===== src/rtl/m_axil_master.sv =====
// m_axil_master
//   Single-outstanding AXI-Lite master. A simple command/response handshake
//   on the user side is converted into one AXI-Lite write (AW + W, then B)
//   or read (AR, then R) transaction. All AXI outputs are registered.
//
// Ports
//   ACLK, ARESET            clock (rising edge), synchronous active-high reset
//   cmd_valid / cmd_ready   command handshake; cmd_ready is high only when idle
//   cmd_write               1 = write, 0 = read
//   cmd_addr/wdata/wstrb    command address, write data, byte enables
//   rsp_valid / rsp_ready   response handshake
//   rsp_write               type of the completed command
//   rsp_rdata               read data (0 for writes and timeouts)
//   rsp_resp                BRESP/RRESP, or 2'b10 on watchdog timeout
//   AW*/W*/B*/AR*/R*        AXI-Lite master channels
//
// Build option
//   M_AXIL_MASTER_TIMEOUT_EN  when defined, a watchdog ends any transaction
//                             that stays busy for TIMEOUT_CYCLES cycles with
//                             an SLVERR response. Undefined: waits forever.

module m_axil_master #(
    parameter int unsigned M_AXI_ADDR_WIDTH = 6,
    parameter int unsigned M_AXI_DATA_WIDTH = 32,
    parameter int unsigned TIMEOUT_CYCLES   = 255
) (
    input  logic                            ACLK,
    input  logic                            ARESET,

    input  logic                            cmd_valid,
    output logic                            cmd_ready,
    input  logic                            cmd_write,
    input  logic [M_AXI_ADDR_WIDTH-1:0]     cmd_addr,
    input  logic [M_AXI_DATA_WIDTH-1:0]     cmd_wdata,
    input  logic [M_AXI_DATA_WIDTH/8-1:0]   cmd_wstrb,

    output logic                            rsp_valid,
    input  logic                            rsp_ready,
    output logic                            rsp_write,
    output logic [M_AXI_DATA_WIDTH-1:0]     rsp_rdata,
    output logic [1:0]                      rsp_resp,

    output logic [M_AXI_ADDR_WIDTH-1:0]     AWADDR,
    output logic                            AWVALID,
    input  logic                            AWREADY,

    output logic [M_AXI_DATA_WIDTH-1:0]     WDATA,
    output logic [M_AXI_DATA_WIDTH/8-1:0]   WSTRB,
    output logic                            WVALID,
    input  logic                            WREADY,

    input  logic [1:0]                      BRESP,
    input  logic                            BVALID,
    output logic                            BREADY,

    output logic [M_AXI_ADDR_WIDTH-1:0]     ARADDR,
    output logic                            ARVALID,
    input  logic                            ARREADY,

    input  logic [M_AXI_DATA_WIDTH-1:0]     RDATA,
    input  logic [1:0]                      RRESP,
    input  logic                            RVALID,
    output logic                            RREADY
);

    localparam int unsigned STRB_W = M_AXI_DATA_WIDTH / 8;

    typedef enum logic [2:0] {
        IDLE,
        WR,
        WB,
        RA,
        RD,
        RSP
    } state_t;

    state_t                         state_q, state_d;

    logic [M_AXI_ADDR_WIDTH-1:0]    addr_q,      addr_d;
    logic [M_AXI_DATA_WIDTH-1:0]    wdata_q,     wdata_d;
    logic [STRB_W-1:0]              wstrb_q,     wstrb_d;
    logic                           awvalid_q,   awvalid_d;
    logic                           wvalid_q,    wvalid_d;
    logic                           aw_done_q,   aw_done_d;
    logic                           w_done_q,    w_done_d;
    logic                           bready_q,    bready_d;
    logic                           arvalid_q,   arvalid_d;
    logic                           rready_q,    rready_d;
    logic                           rsp_valid_q, rsp_valid_d;
    logic                           rsp_write_q, rsp_write_d;
    logic [M_AXI_DATA_WIDTH-1:0]    rsp_rdata_q, rsp_rdata_d;
    logic [1:0]                     rsp_resp_q,  rsp_resp_d;

    logic                           accept;
    logic                           busy;
    logic                           aw_hs;
    logic                           w_hs;
    logic                           tmo_hit;

    assign cmd_ready = (state_q == IDLE);
    assign accept    = cmd_valid && cmd_ready;
    assign busy      = (state_q == WR) || (state_q == WB) ||
                       (state_q == RA) || (state_q == RD);

    // VALID registers are only ever high in WR, so these need no state term.
    assign aw_hs = awvalid_q && AWREADY;
    assign w_hs  = wvalid_q  && WREADY;

`ifdef M_AXIL_MASTER_TIMEOUT_EN
    localparam int unsigned TMO_W = (TIMEOUT_CYCLES < 1) ? 1 : $clog2(TIMEOUT_CYCLES + 1);

    logic [TMO_W-1:0] tmo_cnt_q;

    always_ff @(posedge ACLK) begin
        if (ARESET) begin
            tmo_cnt_q <= '0;
        end else if (accept) begin
            tmo_cnt_q <= '0;
        end else if (busy && !tmo_hit) begin
            tmo_cnt_q <= tmo_cnt_q + 1'b1;
        end
    end

    assign tmo_hit = busy && (tmo_cnt_q == TMO_W'(TIMEOUT_CYCLES));
`else
    // Watchdog limit only matters when the watchdog is built in.
    logic unused_tmo_cfg;
    assign unused_tmo_cfg = ^TIMEOUT_CYCLES;
    assign tmo_hit        = 1'b0;
`endif

    always_comb begin
        state_d     = state_q;
        addr_d      = addr_q;
        wdata_d     = wdata_q;
        wstrb_d     = wstrb_q;
        awvalid_d   = awvalid_q;
        wvalid_d    = wvalid_q;
        aw_done_d   = aw_done_q;
        w_done_d    = w_done_q;
        bready_d    = bready_q;
        arvalid_d   = arvalid_q;
        rready_d    = rready_q;
        rsp_valid_d = rsp_valid_q;
        rsp_write_d = rsp_write_q;
        rsp_rdata_d = rsp_rdata_q;
        rsp_resp_d  = rsp_resp_q;

        unique case (state_q)
            IDLE: begin
                if (accept) begin
                    addr_d      = cmd_addr;
                    wdata_d     = cmd_wdata;
                    wstrb_d     = cmd_wstrb;
                    rsp_write_d = cmd_write;
                    rsp_rdata_d = '0;
                    rsp_resp_d  = '0;
                    aw_done_d   = 1'b0;
                    w_done_d    = 1'b0;
                    if (cmd_write) begin
                        awvalid_d = 1'b1;
                        wvalid_d  = 1'b1;
                        state_d   = WR;
                    end else begin
                        arvalid_d = 1'b1;
                        state_d   = RA;
                    end
                end
            end

            WR: begin
                // AW and W finish independently; leave once both are done,
                // counting a handshake happening in this very cycle.
                if (aw_hs) begin
                    awvalid_d = 1'b0;
                    aw_done_d = 1'b1;
                end
                if (w_hs) begin
                    wvalid_d = 1'b0;
                    w_done_d = 1'b1;
                end
                if ((aw_done_q || aw_hs) && (w_done_q || w_hs)) begin
                    bready_d = 1'b1;
                    state_d  = WB;
                end
            end

            WB: begin
                if (BVALID) begin
                    bready_d    = 1'b0;
                    rsp_resp_d  = BRESP;
                    rsp_valid_d = 1'b1;
                    state_d     = RSP;
                end
            end

            RA: begin
                if (ARREADY) begin
                    arvalid_d = 1'b0;
                    rready_d  = 1'b1;
                    state_d   = RD;
                end
            end

            RD: begin
                if (RVALID) begin
                    rready_d    = 1'b0;
                    rsp_rdata_d = RDATA;
                    rsp_resp_d  = RRESP;
                    rsp_valid_d = 1'b1;
                    state_d     = RSP;
                end
            end

            RSP: begin
                if (rsp_ready) begin
                    rsp_valid_d = 1'b0;
                    state_d     = IDLE;
                end
            end

            default: begin
                state_d = IDLE;
            end
        endcase

        // Watchdog overrides whatever the channel logic decided this cycle.
        if (tmo_hit) begin
            awvalid_d   = 1'b0;
            wvalid_d    = 1'b0;
            arvalid_d   = 1'b0;
            bready_d    = 1'b0;
            rready_d    = 1'b0;
            rsp_resp_d  = 2'b10;
            rsp_rdata_d = '0;
            rsp_valid_d = 1'b1;
            state_d     = RSP;
        end
    end

    always_ff @(posedge ACLK) begin
        if (ARESET) begin
            state_q     <= IDLE;
            addr_q      <= '0;
            wdata_q     <= '0;
            wstrb_q     <= '0;
            awvalid_q   <= 1'b0;
            wvalid_q    <= 1'b0;
            aw_done_q   <= 1'b0;
            w_done_q    <= 1'b0;
            bready_q    <= 1'b0;
            arvalid_q   <= 1'b0;
            rready_q    <= 1'b0;
            rsp_valid_q <= 1'b0;
            rsp_write_q <= 1'b0;
            rsp_rdata_q <= '0;
            rsp_resp_q  <= '0;
        end else begin
            state_q     <= state_d;
            addr_q      <= addr_d;
            wdata_q     <= wdata_d;
            wstrb_q     <= wstrb_d;
            awvalid_q   <= awvalid_d;
            wvalid_q    <= wvalid_d;
            aw_done_q   <= aw_done_d;
            w_done_q    <= w_done_d;
            bready_q    <= bready_d;
            arvalid_q   <= arvalid_d;
            rready_q    <= rready_d;
            rsp_valid_q <= rsp_valid_d;
            rsp_write_q <= rsp_write_d;
            rsp_rdata_q <= rsp_rdata_d;
            rsp_resp_q  <= rsp_resp_d;
        end
    end

    // Address/data come straight from the command registers, which only
    // change in IDLE, so they are stable whenever a VALID is high.
    assign AWADDR    = addr_q;
    assign AWVALID   = awvalid_q;
    assign WDATA     = wdata_q;
    assign WSTRB     = wstrb_q;
    assign WVALID    = wvalid_q;
    assign BREADY    = bready_q;
    assign ARADDR    = addr_q;
    assign ARVALID   = arvalid_q;
    assign RREADY    = rready_q;

    assign rsp_valid = rsp_valid_q;
    assign rsp_write = rsp_write_q;
    assign rsp_rdata = rsp_rdata_q;
    assign rsp_resp  = rsp_resp_q;

endmodule

===== config.mk =====
export PLATFORM = sky130hd
export DESIGN_NAME = m_axil_master
export DESIGN_NICKNAME = d
export VERILOG_FILES = /design/src/rtl/m_axil_master.sv
export SDC_FILE = /design/constraint.sdc
export NUM_CORES = 1
export LEC_CHECK = 0
export BUFFER_PORTS_ARGS = -buffer_cell sky130_fd_sc_hd__buf_2
export CAP_MARGIN = 20
export CORE_UTILIZATION = 45
export DETAILED_ROUTE_END_ITERATION = 10
export PLACE_DENSITY_LB_ADDON = 0.25
export REMOVE_ABC_BUFFERS = 1
export SYNTH_ARGS = -nofsm -noshare
export SYNTH_HDL_FRONTEND = slang
export SYNTH_SLANG_ARGS = --single-unit

===== constraint.sdc =====
create_clock -name ACLK -period 1.74 [get_ports ACLK]
set_input_delay 0.174 -clock ACLK [delete_from_list [all_inputs] [get_ports ACLK]]
set_output_delay 0.174 -clock ACLK [all_outputs]
set_load 0.005 [all_outputs]

# Word-level counts from Yosys, hierarchy flattened
# Index checks and enable logic that the tools add are counted.
[totals] regBits=88 latch_bits=0 mem_bits_rw=0 mem_bits_ro=0 inputBits=88 output_inout_bits=90 wordCells=96 mem_count=0
[op_classes] addsub=0 multipliers=0 n_div=0 magnitude_cmp=0 eq_ne=15 shifts=0 n_mux=40 bitwise_logic=0 n_reduce_logical=26
[op_table] cell="32-bit 2-to-1 mux" n=2
[op_table] cell="32-bit one-hot mux with 2 select lines" n=1
[op_table] cell="4-bit AND reduction" n=5
[op_table] cell="3-bit 2-to-1 mux" n=6
[op_table] cell="3-bit one-hot mux with 6 select lines" n=1
[op_table] cell="1-bit 2-to-1 mux" n=17
[op_table] cell="3-bit AND reduction" n=5
[op_table] cell="2-bit inequality test (second input constant)" n=7
[op_table] cell="1-bit one-hot mux with 2 select lines" n=7
[op_table] cell="2-bit nonzero test" n=5
[op_table] cell="2-bit 2-to-1 mux" n=4
[op_table] cell="3-bit by 2-bit == test with 1-bit output (second input constant)" n=2
[op_table] cell="3-bit == test (second input constant)" n=2
[op_table] cell="2-bit by 1-bit inequality test with 1-bit output (second input constant)" n=3
[op_table] cell="2-bit one-hot mux with 3 select lines" n=1
[op_table] cell="6-bit AND reduction" n=1
[op_table] cell="3-bit nonzero test" n=2
[op_table] cell="1-bit logical AND" n=4
[op_table] cell="3-bit by 1-bit == test with 1-bit output (second input constant)" n=1
[op_table] cell="3-bit zero test" n=1
[op_table] cell="1-bit one-hot mux with 3 select lines" n=1
[op_table] cell="1-bit logical OR" n=2
[op_table] cell="2-bit AND reduction" n=1

# Logic depth before layout (Yosys ltp)
# Gate-level depths: netlist (run 1).
[depth] depth_word=5 depth_mapped=7 depth_no_buf=4

# Worst setup path before layout (run 1)
# No wires, ideal clock.
[synth_path] kind="register to register" startpoint="register state_q[0]" endpoint="register addr_q[0], in the netlist ARADDR[0]" setup_ns=0.132 arrival_time_ns=1.263 t_required_ns=1.608 slack_ns=0.345 path_stages_with_launch=6 n_path_buf=2 synth_period_minus_slack_ns=1.395 path_cell_list="dfxtp_1 or4b_1 buf_2 buf_2 nand2_1 a21oi_1"
[synth_between] elab_chain_len=3
[synth_lines] item="start, declared" line_no="77" source="state_t state_q, state_d;"
[synth_lines] item="start signal, assigned" line_no="259" source="state_q <= state_d;"
[synth_lines] item="3-bit zero test *" line_no="100, 149"
[synth_lines] item="1-bit logical AND" line_no="101" source="assign accept = cmd_valid && cmd_ready;"
[synth_lines] item="2-bit AND reduction (no source line) *"
[synth_lines] item="end signal, assigned" line_no="260" source="addr_q <= addr_d;"
[synth_lines] item="end, declared" line_no="79" source="logic [M_AXI_ADDR_WIDTH-1:0] addr_q, addr_d;"
# Every way passes the cells marked *; elsewhere a longest branch is shown, timed or not.
# A chain may end at the register's enable or synchronous reset.

# Worst setup path after layout (run 1)
[layout_path] startpoint="register state_q[1]" endpoint="register state_q[1]"
[layout_between] elab_chain_len=4 elab_cells_between_ends=15 classes_between="11 x eq/ne; 1 x mux; 3 x reduce/logical"
[layout_lines] item="3-bit zero test" line_no="100, 149"
[layout_lines] item="1-bit logical AND" line_no="101"
[layout_lines] item="2-bit by 1-bit inequality test with 1-bit output (no source line)"
[layout_lines] item="6-bit AND reduction (no source line)"
# Several ways; a longest one is shown, not always the timed one.

==> impl_metrics.tcl, run 1 <==
set metrics [dict create \
    status "completed" \
    period_minus_slack_ps 1612 \
    drt_wl_total_microns 8731 \
    dr_wl_met2_microns 4135 \
    antennaDiodeCount 0 \
    p_leak_nw 2.051 \
    postCtsSetupRepairBufs 0 \
    ios 178 \
    p_sw_frac 0.3455 \
    fin_tns_setup_ps 0 \
    syn_area_sq_um 3417 \
    die_h_microns 89.14 \
    power_switching_w 0.001885 \
    cp_cell_sequence "and2b_1 -> a22o_1 -> a2111oi_2 -> o2bb2ai_1" \
    hold_viol 0 \
    final_cell_mix "buf_2, nand2_1, dfxtp_1, a21oi_1, nand3_1" \
    top_layer_used "met4" \
    clk_pin_slew_ps 90 \
    yosysWarnings 0 \
    drt_first_pass_iters 5 \
    route.detailed.drc 0 \
    hp-class "in -> reg" \
    cts.sink_count 88 \
    crit_family "compound AO/OA/AOI/OAI gates" \
    viasPerCell 4.977 \
    routedWlPerCell_microns 12.60 \
    hpwl_microns 6121 \
    cts_buffers 9 \
    seq_power_share 0.439 \
    fmax_mhz 620.3 \
    comb_power_share 0.323 \
    area_growth_pct 33.58 \
    endpoint_kind "flop" \
    drive_above_1_share 0.3603 \
    yosysSeqAreaShare 0.5156 \
    start_util 0.4686 \
    grt_pass1_vias 2924 \
    yosys.area.top_type_share 0.5156 \
    antenna_found_initial 0 \
    numPortBuffers 177 \
    crit_type "reg -> reg" \
    critPathMaxFanout 9 \
    p_per_area_nw_per_um2 1195 \
    clk_path_buf_depth 2 \
    slew_violations 0 \
    required_ps 2020 \
    die_area_sq_um 7946 \
    die_width_microns 89.14 \
    p_int_w 0.003571 \
    rows 31 \
    worst_slew_pin_slew_ps 362.9 \
    grt_usage 0.2073 \
    final-setup-viol-count 0 \
    ctsRootBufferMaster "clkbuf_8" \
    htree_levels 3 \
    slowest_stage "dfxtp_1" \
    grt_first_pass_wirelength_microns 12800 \
    cts_resized 0 \
    clockPowerShare 0.238 \
    ys_seq_elements 88 \
    yosysUniqueCellTypes 35 \
    arrival_ps 1890 \
    path_buf_inv 0 \
    finalCritPeriodShare 0.9265 \
    wirelength_met1_microns 3686 \
    grt_overflow_total 0 \
    grt_max_degree 55 \
    insertion_delay_ps 350 \
    avgSynthCellArea_sq_um 8.040 \
    whs_ps 55.30 \
    synth_top_area_cell "dfxtp_1" \
    vdd_drop_max_uv 579.8 \
    nNetsFinal 677 \
    routed-wl-met3_microns 797 \
    cap_violations 0 \
    cts_tree "built" \
    ant_nets 0 \
    core_area_sq_um 7292 \
    gp_congestion 0.7873 \
    skew_ps 7.004 \
    dr_total_vias 3449 \
    ctsHoldBuffers 0 \
    relSlewSlack 0.7581 \
    rsz0062_at_grt "no" \
    critPathLaunchType "flop" \
    mostFrequentLayoutCell "buf_2" \
    synth_cells 425 \
    cp_slowest_stage_delay_ps 510 \
    synthTopCellsByArea "dfxtp_1, nand2_1, a21oi_1, nand3_1, buf_4" \
    drt-initial-drc-count 82 \
]
-- synthesized netlist by cell type, drive strengths merged --
| library cell | instances |
|---|---|
| or3 | 4 |
| inv | 1 |
| or4b | 1 |
| and2b | 1 |
| a311oi | 1 |
| a211oi | 2 |
| nor2 | 9 |
| nand2b | 3 |
| a21oi | 88 |
| clkbuf | 14 |
| o2bb2ai | 1 |
| nor2b | 1 |
| a31oi | 1 |
| a22oi | 2 |
| nor4b | 1 |
| mux2i | 3 |
| and2 | 1 |
| nand3 | 34 |
| nand2 | 124 |
| a21o | 1 |
| buf | 26 |
| o21ai | 6 |
| dfxtp | 88 |
| nand3b | 1 |
| a2111oi | 1 |
| a22o | 1 |
| o21a | 2 |
| nand4 | 2 |
| nor3 | 4 |
| a2bb2oi | 1 |
-- metal layers --
layer / vias up / track usage
met2: 132 / 0.3539
li1: 1746 / -
met4: 0 / 0.08658
met5: - / 0
met3: 11 / 0.06648
met1: 1560 / 0.2399
-- flip-flops by register name, indices dropped and copies added (netlist names) --
name	count
ARADDR	6
ARVALID	1
AWVALID	1
BREADY	1
RREADY	1
WDATA	32
WSTRB	4
WVALID	1
aw_done_q	1
rsp_rdata	32
rsp_resp	2
rsp_valid	1
rsp_write	1
state_q	3
w_done_q	1
-- area by class of cell --
type                            instances  area, sq um
Clock buffer                           11        141.4
Tap cell                               99        123.9
Clock inverter                          5        41.29
Multi-Input combinational cell        296         1424
Inverter                                1        3.754
Sequential cell                        88         1762
Timing Repair Buffer                  193         1069
Fill cell                             684         2728
-- power by group through the flow --
stage	clock network, W	registers [W]	logic, W
6_report	0.00130	0.00240	0.00176
4_1_cts	0.00133	0.00240	0.00177
2_1_floorplan	0	0.00250	0.000798
3_5_place_dp	0	0.00244	0.00176
3_3_place_gp	0	0.00243	0.00173
5_1_grt	0.00143	0.00244	0.00195
-- tightest hold or removal path: stages --
cell and delay, ps:
buf_2 90, nand2_1 40, a21oi_1 50
-- kinds of logic (layout without fill, tap and decap cells) --
group / after synthesis / in the layout / share of synthesized area
AOI/OAI and AO/OA: 107 / 107 / 0.1706
and+or+nand+nor: 186 / 186 / 0.2347
DFF: 88 / 88 / 0.5156
buffers and inverters: 41 / 210 / 0.07030
muxes: 3 / 3 / 0.008788
-- path summary, 6_finish.rpt --
check | startpoint | cells after the start | to | slack, ps
setup / recovery | state_q[1] | 4 | state_q[1] | 130
hold / removal | cmd_wdata[26] | 3 | WDATA[26] | 60
setup reg to reg | state_q[1] | 4 | state_q[1] | 130
hold reg to reg | rsp_rdata[29] | 2 | rsp_rdata[29] | 450
-- stage by stage --
stage	std cells	total power (W)	cell area [sq um]	setup slack (ps)	util
2_1_floorplan	385	0.003303	3181	-296.7	-
3_3_place_gp	677	0.004161	4382	211.0	0.6009
3_5_place_dp	677	0.004209	4382	150.0	0.6009
4_1_cts	693	0.005498	4564	137.4	0.6259
5_1_grt	693	0.005816	4564	19.16	0.6259
6_report	693	0.005456	4564	127.9	0.6259
Note: power is estimated with default switching activity, not from simulation.
==> run 2: changes to the inputs <==
--- a/config.mk
+++ b/config.mk
@@ -7,7 +7,7 @@
 export LEC_CHECK = 0
 export BUFFER_PORTS_ARGS = -buffer_cell sky130_fd_sc_hd__buf_2
 export CAP_MARGIN = 20
-export CORE_UTILIZATION = 45
+export CORE_UTILIZATION = 40
 export DETAILED_ROUTE_END_ITERATION = 10
 export PLACE_DENSITY_LB_ADDON = 0.25
 export REMOVE_ABC_BUFFERS = 1
==> impl_metrics.tcl, run 2 (same netlist as run 1, synthesis figures left out) <==
set metrics [dict create \
    status "completed" \
    min-delay-start "cmd_wdata[9]" \
    num-fill-cells 786 \
    vdd_drop_max_uv 503.6 \
    grt_max_degree 49 \
    viasPerCell 4.925 \
    cp_cell_sequence "buf_4 -> and2b_1 -> a22o_1 -> a2111oi_2 -> o2bb2ai_1" \
    numPlacedInstances 680 \
    cts_buffers 9 \
    relSlewSlack 0.6642 \
    slowest_stage "a2111oi_2" \
    critPathLaunchType "flop" \
    route.detailed.drc 0 \
    p_leak_nw 2.047 \
    placed_area_sq_um 4367 \
    cts.sink_count 88 \
    cts_tree "built" \
    numPortBuffers 177 \
    cp_slowest_stage_delay_ps 350 \
    cp-startpoint "state_q[2]" \
    arrival_ps 1830 \
    critPathMaxFanout 12 \
    antennaDiodeCount 0 \
    core_area_sq_um 8258 \
    insertion_delay_ps 340 \
    p_per_area_nw_per_um2 1229 \
    period_minus_slack_ps 1567 \
    hp-class "in -> reg" \
    slew_violations 0 \
    die_width_microns 94.43 \
    required_ps 2000 \
    clk_path_buf_depth 2 \
    skew_ps 12.10 \
    ant_nets 0 \
    finalCritPeriodShare 0.9008 \
    mostFrequentLayoutCell "buf_2" \
    nNetsFinal 674 \
    endpoint_kind "flop" \
    layoutNonFillerInstCount 694 \
    routedWlPerCell_microns 12.68 \
    dr_total_vias 3418 \
    grt_first_pass_wirelength_microns 13540 \
    reg2reg_from "state_q[2]" \
    fmax_mhz 638.0 \
    drt-initial-drc-count 70 \
    final_area_sq_um 4576 \
    hold_viol 0 \
    grt_overflow_total 0 \
    htree_levels 3 \
    clk_pin_slew_ps 90 \
    rows 33 \
    hpwl_microns 6172 \
    drt_wl_total_microns 8802 \
    drt_first_pass_iters 5 \
    antenna_found_initial 0 \
    crit_type "reg -> reg" \
    final-setup-viol-count 0 \
    grt_pass1_vias 3090 \
    ios 178 \
    power.total_w 0.005623 \
    final_cell_mix "buf_2, nand2_1, dfxtp_1, a21oi_1, nand3_1" \
    path_buf_inv 1 \
    whs_ps 63.16 \
    rsz0062_at_grt "no" \
    ctsRootBufferMaster "clkbuf_8" \
    die_h_microns 94.43 \
    ctsHoldBuffers 0 \
    gp_congestion 0.7475 \
    fin_ws_ps 172.6 \
    grt_usage 0.1925 \
    dp_slack_ps 112.3 \
    drive_above_1_share 0.3582 \
    start_util 0.4138 \
    die_area_sq_um 8916 \
    crit_family "compound AO/OA/AOI/OAI gates" \
    area_growth_pct 33.91 \
    cap_violations 0 \
    worst_slew_pin_slew_ps 503.8 \
]
## run 2: layer usage
metal  vias up  wire length, microns  global-route usage
met4         0                    86             0.07564
met1      1531                  3846              0.2189
met5         -                     0                   0
met2       137                  4058              0.3285
li1       1742                     -                   -
met3         8                   811             0.06763
## run 2: worst register-to-register path, stage by stage, from the launching register on
cell and delay, ps:
dfxtp_1 310, buf_4 170, and2b_1 220, a22o_1 310
a2111oi_2 350, o2bb2ai_1 150
## run 2: stage by stage
| step | util | TNS (ps) |
|---|---|---|
| floorplan | - | -18250 |
| global placement | 0.5288 | 0 |
| detailed placement | 0.5288 | 0 |
| CTS | 0.5539 | 0 |
| global route | 0.5541 | 0 |
| finish | 0.5541 | 0 |
## run 2: path summary, 6_finish.rpt
kind | endpoint | cells after the start | slack, ps
worst min-delay path | WDATA[9] | 3 | 60
worst min register to register | rsp_rdata[26] | 2 | 450
worst max register to register | state_q[1] | 5 | 170
worst max-delay path | state_q[1] | 5 | 170
## run 2: power breakdown
group | internal, W | switching [W]
Clock | 0.000796 | 0.000699
Sequential | 0.00225 | 0.000134
Combinational | 0.000730 | 0.00101
## run 2: cell type report
type,count,area (sq um),share of cell area
Sequential cell,88,1763,0.3853
Multi-Input combinational cell,296,1424,0.3112
Timing Repair Buffer,190,1046,0.2286
Tap cell,105,131.4,0.02871
Clock buffer,9,123.9,0.02707
Clock inverter,5,83.83,0.01832
Inverter,1,3.754,0.0008203
## run 2: repair_timing
action                     CTS  global route
setup buffers                0             0
setup endpoints to repair    0             2
hold endpoints to repair     0             0
resized for setup            0             1
